==> src/rtl/err_cnt_ctrl_if.sv <==
// Software request handshake between the APB register file
// and the error-counter controller.
interface err_cnt_ctrl_if;
  logic       sw_req;
  logic [1:0] sw_op;
  logic       sw_ack;
  logic       busy;

  modport master (
    output sw_req,
    output sw_op,
    input  sw_ack,
    input  busy
  );

  modport slave (
    input  sw_req,
    input  sw_op,
    output sw_ack,
    output busy
  );
endinterface

==> src/rtl/err_cnt_ctrl.sv <==
// UART RX error-counter sequencer: strobe qualification, pending slot,
// snapshot/clear FSM and sticky threshold interrupt.
module err_cnt_ctrl #(
  parameter int CNT_W = 16
) (
  input  logic             clk,
  input  logic             rst,
  input  logic             cfg_en,
  input  logic             cfg_irq_en,
  input  logic [CNT_W-1:0] thr,
  input  logic             frame_done,
  input  logic             par_err,
  input  logic             stp_err,
  input  logic [CNT_W-1:0] par_cnt,
  input  logic [CNT_W-1:0] stp_cnt,
  output logic             ctr_en,
  output logic             ctr_edge_done,
  output logic             ctr_par_err,
  output logic             ctr_stp_err,
  output logic             ctr_clr,
  err_cnt_ctrl_if.slave    sw,
  output logic [CNT_W-1:0] snap_par,
  output logic [CNT_W-1:0] snap_stp,
  output logic             ovf,
  output logic             irq,
  input  logic             irq_clr
);

  localparam logic [1:0] S_IDLE = 2'd0;
  localparam logic [1:0] S_WAIT = 2'd1;
  localparam logic [1:0] S_CAPT = 2'd2;
  localparam logic [1:0] S_ACK  = 2'd3;

  logic [1:0]       state_q, state_d;
  logic [1:0]       op_q, op_d;
  logic             pend_v_q, pend_v_d;
  logic             pend_par_q, pend_par_d;
  logic             pend_stp_q, pend_stp_d;
  logic             edge_q, edge_d;
  logic             epar_q, epar_d;
  logic             estp_q, estp_d;
  logic             en_q;
  logic [CNT_W-1:0] snap_par_q, snap_par_d;
  logic [CNT_W-1:0] snap_stp_q, snap_stp_d;
  logic             ovf_q, ovf_d;
  logic             irq_q, irq_d;

  logic idle, capt, drop, irq_set;

  assign idle = (state_q == S_IDLE);
  assign capt = (state_q == S_CAPT);

  always_comb begin
    state_d = state_q;
    unique case (state_q)
      S_IDLE:  if (sw.sw_req) state_d = S_WAIT;
      S_WAIT:  state_d = S_CAPT;
      S_CAPT:  state_d = S_ACK;
      default: state_d = S_IDLE;
    endcase
    op_d = (idle && sw.sw_req) ? sw.sw_op : op_q;
  end

  // Pending entry wins over a same-cycle frame, which then takes the slot.
  always_comb begin
    edge_d = cfg_en & idle & (frame_done | pend_v_q);
    epar_d = edge_d & (pend_v_q ? pend_par_q : par_err);
    estp_d = edge_d & (pend_v_q ? pend_stp_q : stp_err);
  end

  always_comb begin
    pend_v_d   = pend_v_q;
    pend_par_d = pend_par_q;
    pend_stp_d = pend_stp_q;
    drop       = 1'b0;
    if (!cfg_en) begin
      pend_v_d   = 1'b0;
      pend_par_d = 1'b0;
      pend_stp_d = 1'b0;
    end else begin
      if (idle && pend_v_q) pend_v_d = 1'b0;
      if (frame_done) begin
        if (!idle && pend_v_q) begin
          drop = 1'b1;
        end else if (!idle || pend_v_q) begin
          pend_v_d   = 1'b1;
          pend_par_d = par_err;
          pend_stp_d = stp_err;
        end
      end
    end
  end

  always_comb begin
    snap_par_d = snap_par_q;
    snap_stp_d = snap_stp_q;
    if (capt && (op_q == 2'b00 || op_q == 2'b10)) begin
      snap_par_d = par_cnt;
      snap_stp_d = stp_cnt;
    end
  end

  always_comb begin
    irq_set = cfg_irq_en && (thr != '0) &&
              ((par_cnt >= thr) || (stp_cnt >= thr));
    irq_d   = irq_set | (irq_q & ~irq_clr);
    ovf_d   = drop | (ovf_q & ~irq_clr);
  end

  always_ff @(posedge clk or posedge rst) begin
    if (rst) begin
      state_q    <= S_IDLE;
      op_q       <= 2'b00;
      pend_v_q   <= 1'b0;
      pend_par_q <= 1'b0;
      pend_stp_q <= 1'b0;
      edge_q     <= 1'b0;
      epar_q     <= 1'b0;
      estp_q     <= 1'b0;
      en_q       <= 1'b0;
      snap_par_q <= '0;
      snap_stp_q <= '0;
      ovf_q      <= 1'b0;
      irq_q      <= 1'b0;
    end else begin
      state_q    <= state_d;
      op_q       <= op_d;
      pend_v_q   <= pend_v_d;
      pend_par_q <= pend_par_d;
      pend_stp_q <= pend_stp_d;
      edge_q     <= edge_d;
      epar_q     <= epar_d;
      estp_q     <= estp_d;
      en_q       <= cfg_en;
      snap_par_q <= snap_par_d;
      snap_stp_q <= snap_stp_d;
      ovf_q      <= ovf_d;
      irq_q      <= irq_d;
    end
  end

  assign ctr_en        = en_q;
  assign ctr_edge_done = edge_q;
  assign ctr_par_err   = epar_q;
  assign ctr_stp_err   = estp_q;
  assign ctr_clr       = capt & (op_q == 2'b01 || op_q == 2'b10);
  assign sw.sw_ack     = (state_q == S_ACK);
  assign sw.busy       = ~idle;
  assign snap_par      = snap_par_q;
  assign snap_stp      = snap_stp_q;
  assign ovf           = ovf_q;
  assign irq           = irq_q;

endmodule

==> src/flat_wrapper.sv <==
// flat-port wrapper written by rule: the top's interface ports become plain ports
module err_cnt_ctrl_flat 
#(
  parameter int CNT_W = 16
)
  (clk, rst, cfg_en, cfg_irq_en, thr, frame_done, par_err, stp_err, par_cnt, stp_cnt, ctr_en, ctr_edge_done, ctr_par_err, ctr_stp_err, ctr_clr, snap_par, snap_stp, ovf, irq, irq_clr, sw_sw_req, sw_sw_op, sw_sw_ack, sw_busy);
  err_cnt_ctrl_if sw_i ();
  input  logic clk;
  input  logic rst;
  input  logic cfg_en;
  input  logic cfg_irq_en;
  input  logic [CNT_W-1:0] thr;
  input  logic frame_done;
  input  logic par_err;
  input  logic stp_err;
  input  logic [CNT_W-1:0] par_cnt;
  input  logic [CNT_W-1:0] stp_cnt;
  output logic ctr_en;
  output logic ctr_edge_done;
  output logic ctr_par_err;
  output logic ctr_stp_err;
  output logic ctr_clr;
  output logic [CNT_W-1:0] snap_par;
  output logic [CNT_W-1:0] snap_stp;
  output logic ovf;
  output logic irq;
  input  logic irq_clr;
  input wire logic [$bits(sw_i.sw_req)-1:0] sw_sw_req;
  input wire logic [$bits(sw_i.sw_op)-1:0] sw_sw_op;
  output wire logic [$bits(sw_i.sw_ack)-1:0] sw_sw_ack;
  output wire logic [$bits(sw_i.busy)-1:0] sw_busy;
  assign sw_i.sw_req = sw_sw_req;
  assign sw_i.sw_op = sw_sw_op;
  assign sw_sw_ack = sw_i.sw_ack;
  assign sw_busy = sw_i.busy;
  err_cnt_ctrl #(.CNT_W(CNT_W)) u_core (.clk(clk), .rst(rst), .cfg_en(cfg_en), .cfg_irq_en(cfg_irq_en), .thr(thr), .frame_done(frame_done), .par_err(par_err), .stp_err(stp_err), .par_cnt(par_cnt), .stp_cnt(stp_cnt), .ctr_en(ctr_en), .ctr_edge_done(ctr_edge_done), .ctr_par_err(ctr_par_err), .ctr_stp_err(ctr_stp_err), .ctr_clr(ctr_clr), .sw(sw_i), .snap_par(snap_par), .snap_stp(snap_stp), .ovf(ovf), .irq(irq), .irq_clr(irq_clr));
endmodule
==> config.mk <==
export PLATFORM = sky130hd
export DESIGN_NAME = err_cnt_ctrl_flat
export DESIGN_NICKNAME = d
export VERILOG_FILES = /design/src/rtl/err_cnt_ctrl_if.sv /design/src/rtl/err_cnt_ctrl.sv /design/src/flat_wrapper.sv
export SDC_FILE = /design/constraint.sdc
export NUM_CORES = 1
export LEC_CHECK = 0
export CAP_MARGIN = 30
export CORE_AREA = 2 2 106 108
export DETAILED_ROUTE_END_ITERATION = 12
export DIE_AREA = 0 0 108 110
export SLEW_MARGIN = 10
export SYNTH_ARGS = -nofsm -noshare
export SYNTH_HDL_FRONTEND = slang
export SYNTH_SLANG_ARGS = --single-unit
==> constraint.sdc <==
create_clock -name clk -period 1.85 [get_ports clk]
set_input_delay 0.555 -clock clk [delete_from_list [all_inputs] [get_ports clk]]
set_output_delay 0.555 -clock clk [all_outputs]
set_load 0.02 [all_outputs]
* Word level (Yosys, flattened, before mapping)
Index checks and enable logic that the tools add are counted.
** Cells by class
- Reduce and logical (&&, ||, !) cells :: 15
- Magnitude comparators :: 2
- Equality and inequality tests :: 9
- Multiplexer cells :: 20
- Bitwise operators :: 12
** Operator list (count)
- greater-or-equal comparator 16 bit :: 2
- two-way mux 1 bit :: 18
- nonzero test 16 bit :: 1
- bitwise AND 1 bit :: 7
- equality test 2 bit (second input constant) :: 3
- logical AND 1 bit :: 6
- case mux 2 bit (3 select lines) :: 1
- equality test 2 x 1 -> 1 bit (second input constant) :: 2
- logical NOT 2 bit :: 2
- logical OR 1 bit :: 4
- inequality test 2 x 1 -> 1 bit (second input constant) :: 2
- inequality test 2 bit (second input constant) :: 2
- OR 1 bit :: 3
- AND reduction 3 bit :: 1
- two-way mux 2 bit :: 1
- NOT 1 bit :: 2
- logical NOT 1 bit :: 1
** Word-level totals
- Flip-flop bits (word level) :: 45
- Bits of input ports :: 59
- Output and inout bits :: 41
- Logic and storage cells :: 71

* Longest topological paths before layout
- Depth in word-level cells :: 7
- Gate-level depth with buffers :: 7
- Depth with buffers taken out :: 7

* Worst setup path before layout
OpenSTA, ideal clock, no wires.
- Path kind :: input port to flip-flop
- Start :: input port thr[15]
- End :: register u_core.irq_q, in the netlist u_core.irq
- Stages :: 6
- Data required time :: 1.717 ns
- Buffers on the path :: 0
- Arrival :: 1.699 ns
- Path slack :: 0.018 ns
- Setup time :: 0.133 ns
- Path through :: inv_1 -> ha_1 -> a2111oi_0 -> nand3_1 -> a311oi_1 -> a31oi_1
** Between the ends
- Cells in the longest elaborated chain, start to end :: 4
- Elaborated cells on any way between the ends :: 7
- Those cells by class :: order compare (2); bitwise (1); reduce/logical (4)
** Ends and longest elaborated chain
- from (decl) :: line flat_wrapper.sv:12 : input logic [CNT_W-1:0] thr;
- greater-or-equal comparator 16 bit or nonzero test 16 bit (tied branches) :: line err_cnt_ctrl.sv:105, err_cnt_ctrl.sv:104
- logical OR 1 bit or logical AND 1 bit (tied branches) :: line err_cnt_ctrl.sv:105, err_cnt_ctrl.sv:104
- logical AND 1 bit * :: line err_cnt_ctrl.sv:104 : irq_set = cfg_irq_en && (thr != '0) &&
- OR 1 bit * :: line err_cnt_ctrl.sv:106 : irq_d = irq_set | (irq_q & ~irq_clr);
- net u_core.irq_d :: line err_cnt_ctrl.sv:46 : logic irq_q, irq_d;
- to (signal assigned) :: line err_cnt_ctrl.sv:138 : irq_q <= irq_d;
- to (decl) :: line err_cnt_ctrl.sv:46
Mark *: on every way through the listed nets, which the timed path passes. The rest lies on a longest branch.
A chain may end at the register's enable or synchronous reset.

* Final worst setup path
- Start :: register u_core.snap_stp_q[0], in the netlist u_core.snap_stp[0]
- End :: output port snap_stp[0]
** RTL lines
- from (decl) :: line err_cnt_ctrl.sv:44 : logic [CNT_W-1:0] snap_stp_q, snap_stp_d;
- from (signal assigned) :: line err_cnt_ctrl.sv:136 : snap_stp_q <= snap_stp_d;
- to (decl) :: line flat_wrapper.sv:24 : output logic [CNT_W-1:0] snap_stp;
No word-level cell between the ends.

==> run metrics <==
status=finished, final reports clean; dpl cell area=3970 um2; initial antenna violation count=0; switch share=35.6%; Hold Crit Depth=2; Final Cell Area=4350 um2; Post-synth top cells=dfrtp_1, ha_1, mux2_2; internal power=3.40 mW; crit path cell chain=clkdlybuf4s50_1; CP startpoint kind=flip-flop; Crit path depth=1; FFs w/ async S/R, synth=100%; R2R Setup Slk=200 ps; CP arrival=1250 ps; FP Rows=38; slowest cell delay on critical path=600 ps; Cell Pwr Density=1210 nW/um2; VDD IR max=0.627 mV; largest fanout on the critical path=2; post-synth top area cell=dfrtp_1; synthesized net count=317; CTS root buf=clkbuf_8; ratio of cells with drive above 1 in the final layout=32.8%; Critical Path RT=1290 ps; Worst Hold Endpoint=u_core.snap_stp[0]$_DFFE_PP0P_; final HPWL from detailed placement=5570 um; Post-Syn Area=2530 um2; sequential share of the synthesized area=44.5%; insertion delay to the later sink of the worst-skew pair=300 ps; Clock Pin Slew Worst Setup and Hold Paths=90 ps; Final Hold Vio Count=0; reg2reg start=u_core.op_q[0]$_DFFE_PP0P_; DR vias=2167; cell count after synthesis=221; initial detailed-routing violation count=48; TritonCTS Buffers=5; relative slew slack=76.1%; number of global-route vias before repair=2242; NetSw=1.88 mW; YS warnings=0; synth unique cells=29; HP Start=u_core.snap_stp[0]$_DFFE_PP0P_; fmax=554 MHz; RSZ-0062 raised after global routing=yes; clock share of power=15.1%; ys flop type=dfrtp_1; largest net degree at the start of global routing=46; Max Transition Viols Final=0; post-layout min period=1810 ps; Top Ports=100; Slowest cell on crit path=clkdlybuf4s50_1; Antenna Nets Post-Route=0; Hold Path Class=reg -> reg; CP delay by family, top=buffers and inverters; First-pass DRT Iterations=4; Area contributors post-synth=dfrtp_1, ha_1, mux2_2; CP endpoint kind=output port; Post-synth EDFFs=0; total leakage power=2.25 nW; flops & latches, synth=45; area of the core=10700 um2; power after layout=5.27 mW; R2R depth=6; setup TNS=0 ps; Worst Path Buf+Inv=1; Residual DRC=0; r2r endpoint=u_core.snap_stp[6]$_DFFE_PP0P_; area grow syn2layout=71.7%; worst clock skew=2.52 ps; Finish-stage setup viols=0; gr usage total=11.6%; Comb pwr share=53.9%; Flop pwr share=31.1%; initial core utilization=23.7%; clk buf depth=2; die area=11900 um2; Routed WL per cell=13.9 um; die width=108 um; share of the synthesized area in the top cell type=44.5%; depth of the CTS H-tree=2; Post-Syn Area per Cell=11.5 um2; kind of critical path=reg -> out; global-route wire length before repair=10700 um; clk sinks=45; Buffers on Ports=99; most frequent cell after synthesis=dfrtp_1; die height=110 um; Final period util=97.6%; nets=455; GRT overflow=0; diode count=0; CTS tree=yes; GP Congestion=0.764; number of max-cap violations=0; post-DR vias/cell=4.33; hold-fix buffers at CTS=0; worst-margin pin slew=356 ps; Post-Route WL=6960 um
[sequential cells by signal, indices dropped and copies added (netlist names)]
name and count:
u_core.snap_par 16, u_core.snap_stp 16, u_core.op_q 2, u_core.state_q 2
u_core.ctr_edge_done 1, u_core.ctr_en 1, u_core.ctr_par_err 1, u_core.ctr_stp_err 1
u_core.irq 1, u_core.ovf 1, u_core.pend_par_q 1, u_core.pend_stp_q 1
u_core.pend_v_q 1
[placed cells by master, fill, tap and decap left out, types with 6 or more instances in the layout]
master           count
inv_1               12
dlygate4sd2_1       16
clkdlybuf4s50_1     40
clkbuf_8             6
nand2_1              8
dlymetal6s2s_1      35
buf_4               34
ha_4                 9
inv_2               12
dfrtp_1             45
a21oi_1             10
nor2_1               8
mux2_2              32
ha_1                24
[power groups by stage]
| stage | combinational [mW] | sequential (mW) | clock [mW] |
|---|---|---|---|
| 6_report | 2.84 | 1.64 | 0.795 |
| 5_1_grt | 3.07 | 1.71 | 0.882 |
| 4_1_cts | 2.88 | 1.66 | 0.830 |
| 3_5_place_dp | 2.86 | 1.68 | 0 |
| 3_3_place_gp | 2.83 | 1.67 | 0 |
| 2_1_floorplan | 1.04 | 2.12 | 0 |
[routing by layer]
metal	track usage, %	vias up	routed length (um)
met5	0	-	0
met4	3.30	0	122
met3	2.29	10	378
met2	20.4	65	3430
met1	14.4	1027	3040
li1	-	1065	-
[final cells by class]
class                           count  area, um2
Fill cell                        1023       6350
Multi-Input combinational cell    148       1500
Timing Repair Buffer              135       1340
Sequential cell                    45       1130
Tap cell                          140        175
Inverter                           24       90.1
Clock buffer                        6       82.6
Clock inverter                      2       37.5
[through the flow]
step	util, %	worst slack [ps]	std cells	hold WS (ps)
floorplan	-	18.4	221	479
global placement	37.1	-627	490	471
detailed placement	37.1	-749	490	471
CTS	39.0	0.667	499	493
global route	40.6	-25.5	500	514
finish	40.6	43.8	500	496
[how the worst max path moves through the flow]
stage	startpoint	to
4_1_cts	u_core.snap_par[6]$_DFFE_PP0P_	snap_par[6]
3_5_place_dp	thr[15]	u_core.irq$_DFF_PP0_
3_3_place_gp	thr[15]	u_core.irq$_DFF_PP0_
6_report	u_core.snap_stp[0]$_DFFE_PP0P_	snap_stp[0]
2_1_floorplan	thr[15]	u_core.irq$_DFF_PP0_
5_1_grt	stp_cnt[14]	u_core.irq$_DFF_PP0_
[cells by family after synthesis]
logic type,share of synthesized area (%)
compound gates,8.30
xor+xnor,0.346
fa+ha+maj,18.7
buf+inv,4.35
flops,44.5
mux,15.8
simple gates,8.01
[repair_timing]
action,4_1_cts,5_1_grt
endpoints found under the hold margin,0,0
setup buffers,1,1
pin swaps,16,11
gates resized for setup,53,63
endpoints found under the setup margin,7,29
(Power assumes the default switching activity.)
